`src/rtl/exp_e_pkg.sv`:
```
// Shared constants for the shift-and-add exponential / logarithm units.
// Q16.16 multiples of ln2 and ln(1+2^-k), plus the saturation threshold.
package exp_e_pkg;

   typedef enum logic [1:0] {
      IDLE,
      ITER,
      DONE
   } state_t;

   localparam int INT_STEPS = 4;

   // Arguments at or above 16*ln2 would overflow a 16-bit integer result.
   localparam logic [31:0] SAT_THRESHOLD = 32'h000B_1721;

   // Index 0 is the first step executed: 8*ln2, then 4*ln2, 2*ln2, ln2.
   localparam logic [3:0][31:0] INT_CONST = {
      32'h0000_B172, 32'h0001_62E4, 32'h0002_C5C8, 32'h0005_8B91
   };
   localparam logic [3:0][3:0] INT_SHIFT = {4'd1, 4'd2, 4'd4, 4'd8};

   // Index k-1 holds ln(1+2^-k) for k = 1..7.
   localparam logic [6:0][31:0] FRAC_CONST = {
      32'h0000_01FE, 32'h0000_03F8, 32'h0000_07E1, 32'h0000_0F85,
      32'h0000_1E27, 32'h0000_3920, 32'h0000_67CD
   };

endpackage

```
`src/rtl/exp_e.sv`:
```
// Sequential natural exponential: floor(e^arg) for an unsigned Q16.16 argument,
// one shift-and-add refinement step per clock behind a valid/ready handshake.
module exp_e
   import exp_e_pkg::*;
#(
   parameter int FRAC_STEPS = 7
) (
   input  logic        clk,
   input  logic        rst,
   input  logic        in_valid,
   output logic        in_ready,
   input  logic [31:0] in_arg,
   output logic        out_valid,
   input  logic        out_ready,
   output logic [15:0] out_result,
   output logic        out_sat
);

   localparam logic [3:0] LAST_STEP = 4'(3 + FRAC_STEPS);

   state_t      state;
   state_t      state_next;
   logic [31:0] y;
   logic [33:0] x;
   logic [3:0]  step;
   logic        sat_pend;

   logic [31:0] cur_const;
   logic [33:0] x_step;
   logic [33:0] x_next;
   logic [31:0] y_next;
   logic [3:0]  frac_k;
   logic [3:0]  frac_idx;
   logic        take;

   assign in_ready  = (state == IDLE);
   assign out_valid = (state == DONE);
   assign frac_k    = step - 4'd3;
   assign frac_idx  = step - 4'd4;

   // Per-step constant and candidate accumulator update, selected by step index.
   always_comb begin
      cur_const = '0;
      x_step    = x;
      if (step < 4'(INT_STEPS)) begin
         cur_const = INT_CONST[step[1:0]];
         x_step    = x << INT_SHIFT[step[1:0]];
      end else begin
         cur_const = FRAC_CONST[frac_idx[2:0]];
         x_step    = x + (x >> frac_k);
      end
      take   = (y >= cur_const);
      y_next = take ? (y - cur_const) : y;
      x_next = take ? x_step : x;
   end

   always_ff @(posedge clk or posedge rst) begin
      if (rst) begin
         state <= IDLE;
      end else begin
         state <= state_next;
      end
   end

   // Saturating arguments spend one ITER cycle so both paths report from a registered DONE.
   always_comb begin
      state_next = state;
      case (state)
         IDLE: begin
            if (in_valid) begin
               state_next = ITER;
            end
         end
         ITER: begin
            if (sat_pend || (step == LAST_STEP)) begin
               state_next = DONE;
            end
         end
         DONE: begin
            if (out_ready) begin
               state_next = IDLE;
            end
         end
         default: state_next = IDLE;
      endcase
   end

   always_ff @(posedge clk or posedge rst) begin
      if (rst) begin
         y          <= '0;
         x          <= '0;
         step       <= '0;
         sat_pend   <= 1'b0;
         out_result <= '0;
         out_sat    <= 1'b0;
      end else begin
         case (state)
            IDLE: begin
               if (in_valid) begin
                  step <= '0;
                  if (in_arg >= SAT_THRESHOLD) begin
                     sat_pend <= 1'b1;
                     y        <= '0;
                     x        <= '0;
                  end else begin
                     sat_pend <= 1'b0;
                     y        <= in_arg;
                     x        <= 34'h0_0001_0000;
                  end
               end
            end
            ITER: begin
               if (sat_pend) begin
                  out_result <= 16'hFFFF;
                  out_sat    <= 1'b1;
               end else begin
                  y    <= y_next;
                  x    <= x_next;
                  step <= step + 4'd1;
                  if (step == LAST_STEP) begin
                     // Bits above the integer field only light up on arithmetic overflow.
                     if (x_next[33:32] != 2'b00) begin
                        out_result <= 16'hFFFF;
                        out_sat    <= 1'b1;
                     end else begin
                        out_result <= x_next[31:16];
                        out_sat    <= 1'b0;
                     end
                  end
               end
            end
            default: begin
            end
         endcase
      end
   end

endmodule
```
`config.mk`:
```
export PLATFORM = sky130hd
export DESIGN_NAME = exp_e
export DESIGN_NICKNAME = d
export VERILOG_FILES = /design/src/rtl/exp_e_pkg.sv /design/src/rtl/exp_e.sv
export SDC_FILE = /design/constraint.sdc
export NUM_CORES = 1
export LEC_CHECK = 0
export BUFFER_PORTS_ARGS = -buffer_cell sky130_fd_sc_hd__buf_2
export CAP_MARGIN = 0
export CELL_PAD_IN_SITES_DETAIL_PLACEMENT = 2
export CELL_PAD_IN_SITES_GLOBAL_PLACEMENT = 2
export CORE_UTILIZATION = 35
export DETAILED_ROUTE_END_ITERATION = 12
export GPL_TIMING_DRIVEN = 0
export PLACE_DENSITY = 0.87
export SLEW_MARGIN = 20
export SYNTH_ARGS = -nofsm -noshare
export SYNTH_HDL_FRONTEND = slang
export SYNTH_SLANG_ARGS = --single-unit
```
`constraint.sdc`:
```
create_clock -name clk -period 5.5 [get_ports clk]
set_input_delay 1.1 -clock clk [delete_from_list [all_inputs] [get_ports clk]]
set_output_delay 1.1 -clock clk [all_outputs]
set_load 0.05 [all_outputs]
```
==> metrics <==
status complete, no violations; largest net degree at the start of global routing 77; list of most frequent post-synthesis cells nor2_1, a21oi_1, nand2_1; wire per inst 27.84 um; Net Sw Frac 58.02%; most common cell in the netlist nor2_1; critical path arrival 5.68 ns; design area 11,950 sq um; NumNets Final 1,454; Req. time, crit path 5.78 ns; Seq cells post-synth 90; slew at the pin closest to its max-slew limit 0.9053 ns; Worst path slowest cell dfrtp_1; Setup crit start step[1]; ranking of synthesized cells by area dfrtp_1, mux4_2, ha_1; Final period util 98.11%; syn_nets 1,386; CTS Buffer Depth 2; Comb power frac 77.2%; Overflow after GRT 0; Crit path buffers/inverters 8; skew final 0.01153 ns; HP Class flop to flop; Worst setup SP type flop; post-synthesis cell type count 83; fmax 185.3 MHz; Slew Limit Fails 0; H-tree depth 3; P_int 3.464 mW; critical path cell sequence buf_4 > ha_1 > buf_2 > buf_4 > buf_4 > buf_12 > xnor2_4 > buf_6 > mux2i_1 > mux2i_1 > ha_1 > nand4_1 > o21ba_2 > a211oi_4 > a211oi_2 > buf_4 > o21a_1 > o311ai_4 > o21ai_2 > and4_1 > clkbuf_4 > a21oi_1; Final setup violation count 0; iteration count of the initial detailed-routing pass 4; worst vdd ir 0.0003654 V; Crit Path Category flop to flop; sequential area share after synthesis 21.54%; Reg clk slew, reported paths 0.08 ns; RD Place Congestion 0.9511; Sequential Power Share 14.3%; switching power 4.787 mW; Routed WL 48,530 um; Reg2Reg Depth 22; Syn. warnings 0; clock sink count 90; WP depth 22; Post-DP Area 11,240 sq um; RR Startpoint step[1]; Starting Density 36.04%; placed cells 1,725; fill cell count 3,307; Final TNS setup 0 ns; cell taking the most area after synthesis dfrtp_1; Area Overhead vs Synth 14.28%; hold depth 1; Die Area 30,570 sq um; mapped cell area 10,460 sq um; sequential cell area 2253 sq um; final std cells w/o fill 1,743; number of enable flip-flop cells after synthesis 0; ys flop type dfrtp_1; multi-input logic area 7906 sq um; routed vias 11,540; post-route ant nets 0; share of layout cells above drive strength 1 18.40%; row count 62; Antenna diodes 0; leakage 4.783 nW; Root Driver clkbuf_16; mean area per synthesized cell 8.131 sq um; Tmin final 5.396 ns; io pins 55; Clk pwr share 8.4%; core area 29,010 sq um; power density over cell area 690.5 nW/um^2; die extent in x 174.8 um; clock latency on the worst-skew pair 0.37 ns; Die H 174.8 um; DRC viols 0; DP HPWL 36,070 um; TritonCTS clock tree yes; Crit Path Max Fanout 19; vias in the first global route 12,440; Gate Count Post-Synth 1,286; Slew headroom 39.18%; Fin. Hold Viols 0; number of CTS-inserted buffers 9; I/O Buffers 54; DR iter-0 viols 877; max cap viols 0; critical path endpoint category flop; GRT Overall Usage 31.44%; ys async rst share 100.0%; CP dominant cell by count buf_4; antenna violations before repair 0; hold_buf cts 0; CP delay by family, top compound AO/OA/AOI/OAI gates; Via density 6.621; crit-path max cell delay 0.41 ns; HP Start y[25]; post-synth top area share 21.54%; first-pass GRT wire length 74,040 um
==> per-stage QoR <==
| step | worst slack, ns | hold WS [ns] | total power, mW | utilization (%) |
|---|---|---|---|---|
| after floorplan | 0.3359 | 0.4362 | 5.128 | - |
| after global placement | -1.409 | 0.4594 | 6.691 | 38.63 |
| after detailed placement | -1.853 | 0.4709 | 6.978 | 38.74 |
| after CTS | 0.002407 | 0.4981 | 7.952 | 40.69 |
| after global routing | -0.04659 | 0.4973 | 8.680 | 41.19 |
| final | 0.1038 | 0.4915 | 8.251 | 41.19 |
==> worst paths after layout <==
| check | end | slack, ns |
|---|---|---|
| setup / recovery | out_result[3] | 0.10 |
| hold / removal | y[25] | 0.49 |
| setup reg to reg | out_result[3] | 0.10 |
| hold reg to reg | y[25] | 0.49 |
| max in group asynchronous | step[0] | 4.18 |
| min in group asynchronous | y[6] | 0.64 |
==> metal layers <==
layer	global-route usage [%]	share of wire, %	vias to the layer above
li1	-	-	4966
met1	39.94	40	5920
met2	53.57	49	517
met3	4.091	7.3	138
met4	13.04	4.1	0
met5	0	0	-
==> power groups by stage <==
stage	sequential [mW]	combinational (mW)	clock, mW
floorplan	1.02	4.11	0
global placement	1.15	5.54	0
detailed placement	1.17	5.81	0
CTS	1.15	6.10	0.701
global route	1.19	6.77	0.720
finish	1.18	6.37	0.697
==> cells by family (layout without fill, tap and decap cells) <==
| family | after synthesis | after routing | share of synthesized area, % |
|---|---|---|---|
| compound gates | 431 | 431 | 26.74 |
| simple gates | 416 | 416 | 18.98 |
| buf+inv | 125 | 198 | 5.086 |
| mux | 120 | 120 | 16.50 |
| flops | 90 | 90 | 21.54 |
| fa+ha+maj | 64 | 64 | 7.802 |
| xor+xnor | 40 | 40 | 3.351 |
==> state kept, by name, indices dropped and copies added, names as in the netlist <==
signal      flops
out_result     16
x              34
y              32
state           2
step            4
out_sat         1
sat_pend        1
==> final cells by class <==
class | count | share of cell area [%]
clock inverters | 7 | 0.7435
well taps | 384 | 4.021
plain buffers | 79 | 3.801
repair buffers | 67 | 3.351
clock buffers | 9 | 1.885
multi-input cells | 1071 | 66.17
flip-flops and latches | 90 | 18.86
inverters | 36 | 1.173
==> worst register-to-register path, cell delays in order (launching register included) <==
cell,delay (ns)
dfrtp_1,0.41
buf_4,0.15
ha_1,0.17
buf_2,0.16
buf_4,0.21
buf_4,0.22
buf_12,0.19
xnor2_4,0.29
buf_6,0.22
mux2i_1,0.38
mux2i_1,0.13
ha_1,0.41
nand4_1,0.19
o21ba_2,0.22
a211oi_4,0.36
a211oi_2,0.12
buf_4,0.17
o21a_1,0.26
o311ai_4,0.32
o21ai_2,0.13
and4_1,0.24
clkbuf_4,0.20
a21oi_1,0.17
==> what timing repair did <==
action | in CTS | in global routing
pin swaps | 5 | 3
resized for setup | 47 | 50
endpoints found under the setup margin | 83 | 80
setup buffers | 10 | 2
==> layout by cell type (no fill, tap or decap), types with 8 or more instances in the layout <==
cell type / n
nand3_1: 23
a22oi_1: 8
and3_1: 15
ha_1: 58
clkbuf_16: 9
a211oi_1: 27
o31ai_1: 19
a21oi_1: 125
o21a_1: 13
o21ai_0: 63
nand2b_1: 10
nand2_1: 125
xor2_1: 10
nor2b_1: 15
o21bai_1: 11
xnor2_1: 25
a21o_1: 14
buf_2: 68
or3_1: 9
o21ai_1: 30
clkbuf_2: 9
a221oi_1: 16
buf_4: 18
nor3_1: 20
a31oi_1: 9
dfrtp_1: 89
clkbuf_1: 36
mux2i_1: 56
o211ai_1: 18
nor2_1: 139
a22o_1: 12
inv_1: 35
mux2_2: 19
nand4_1: 12
mux4_2: 40
(Power assumes the default switching activity.)
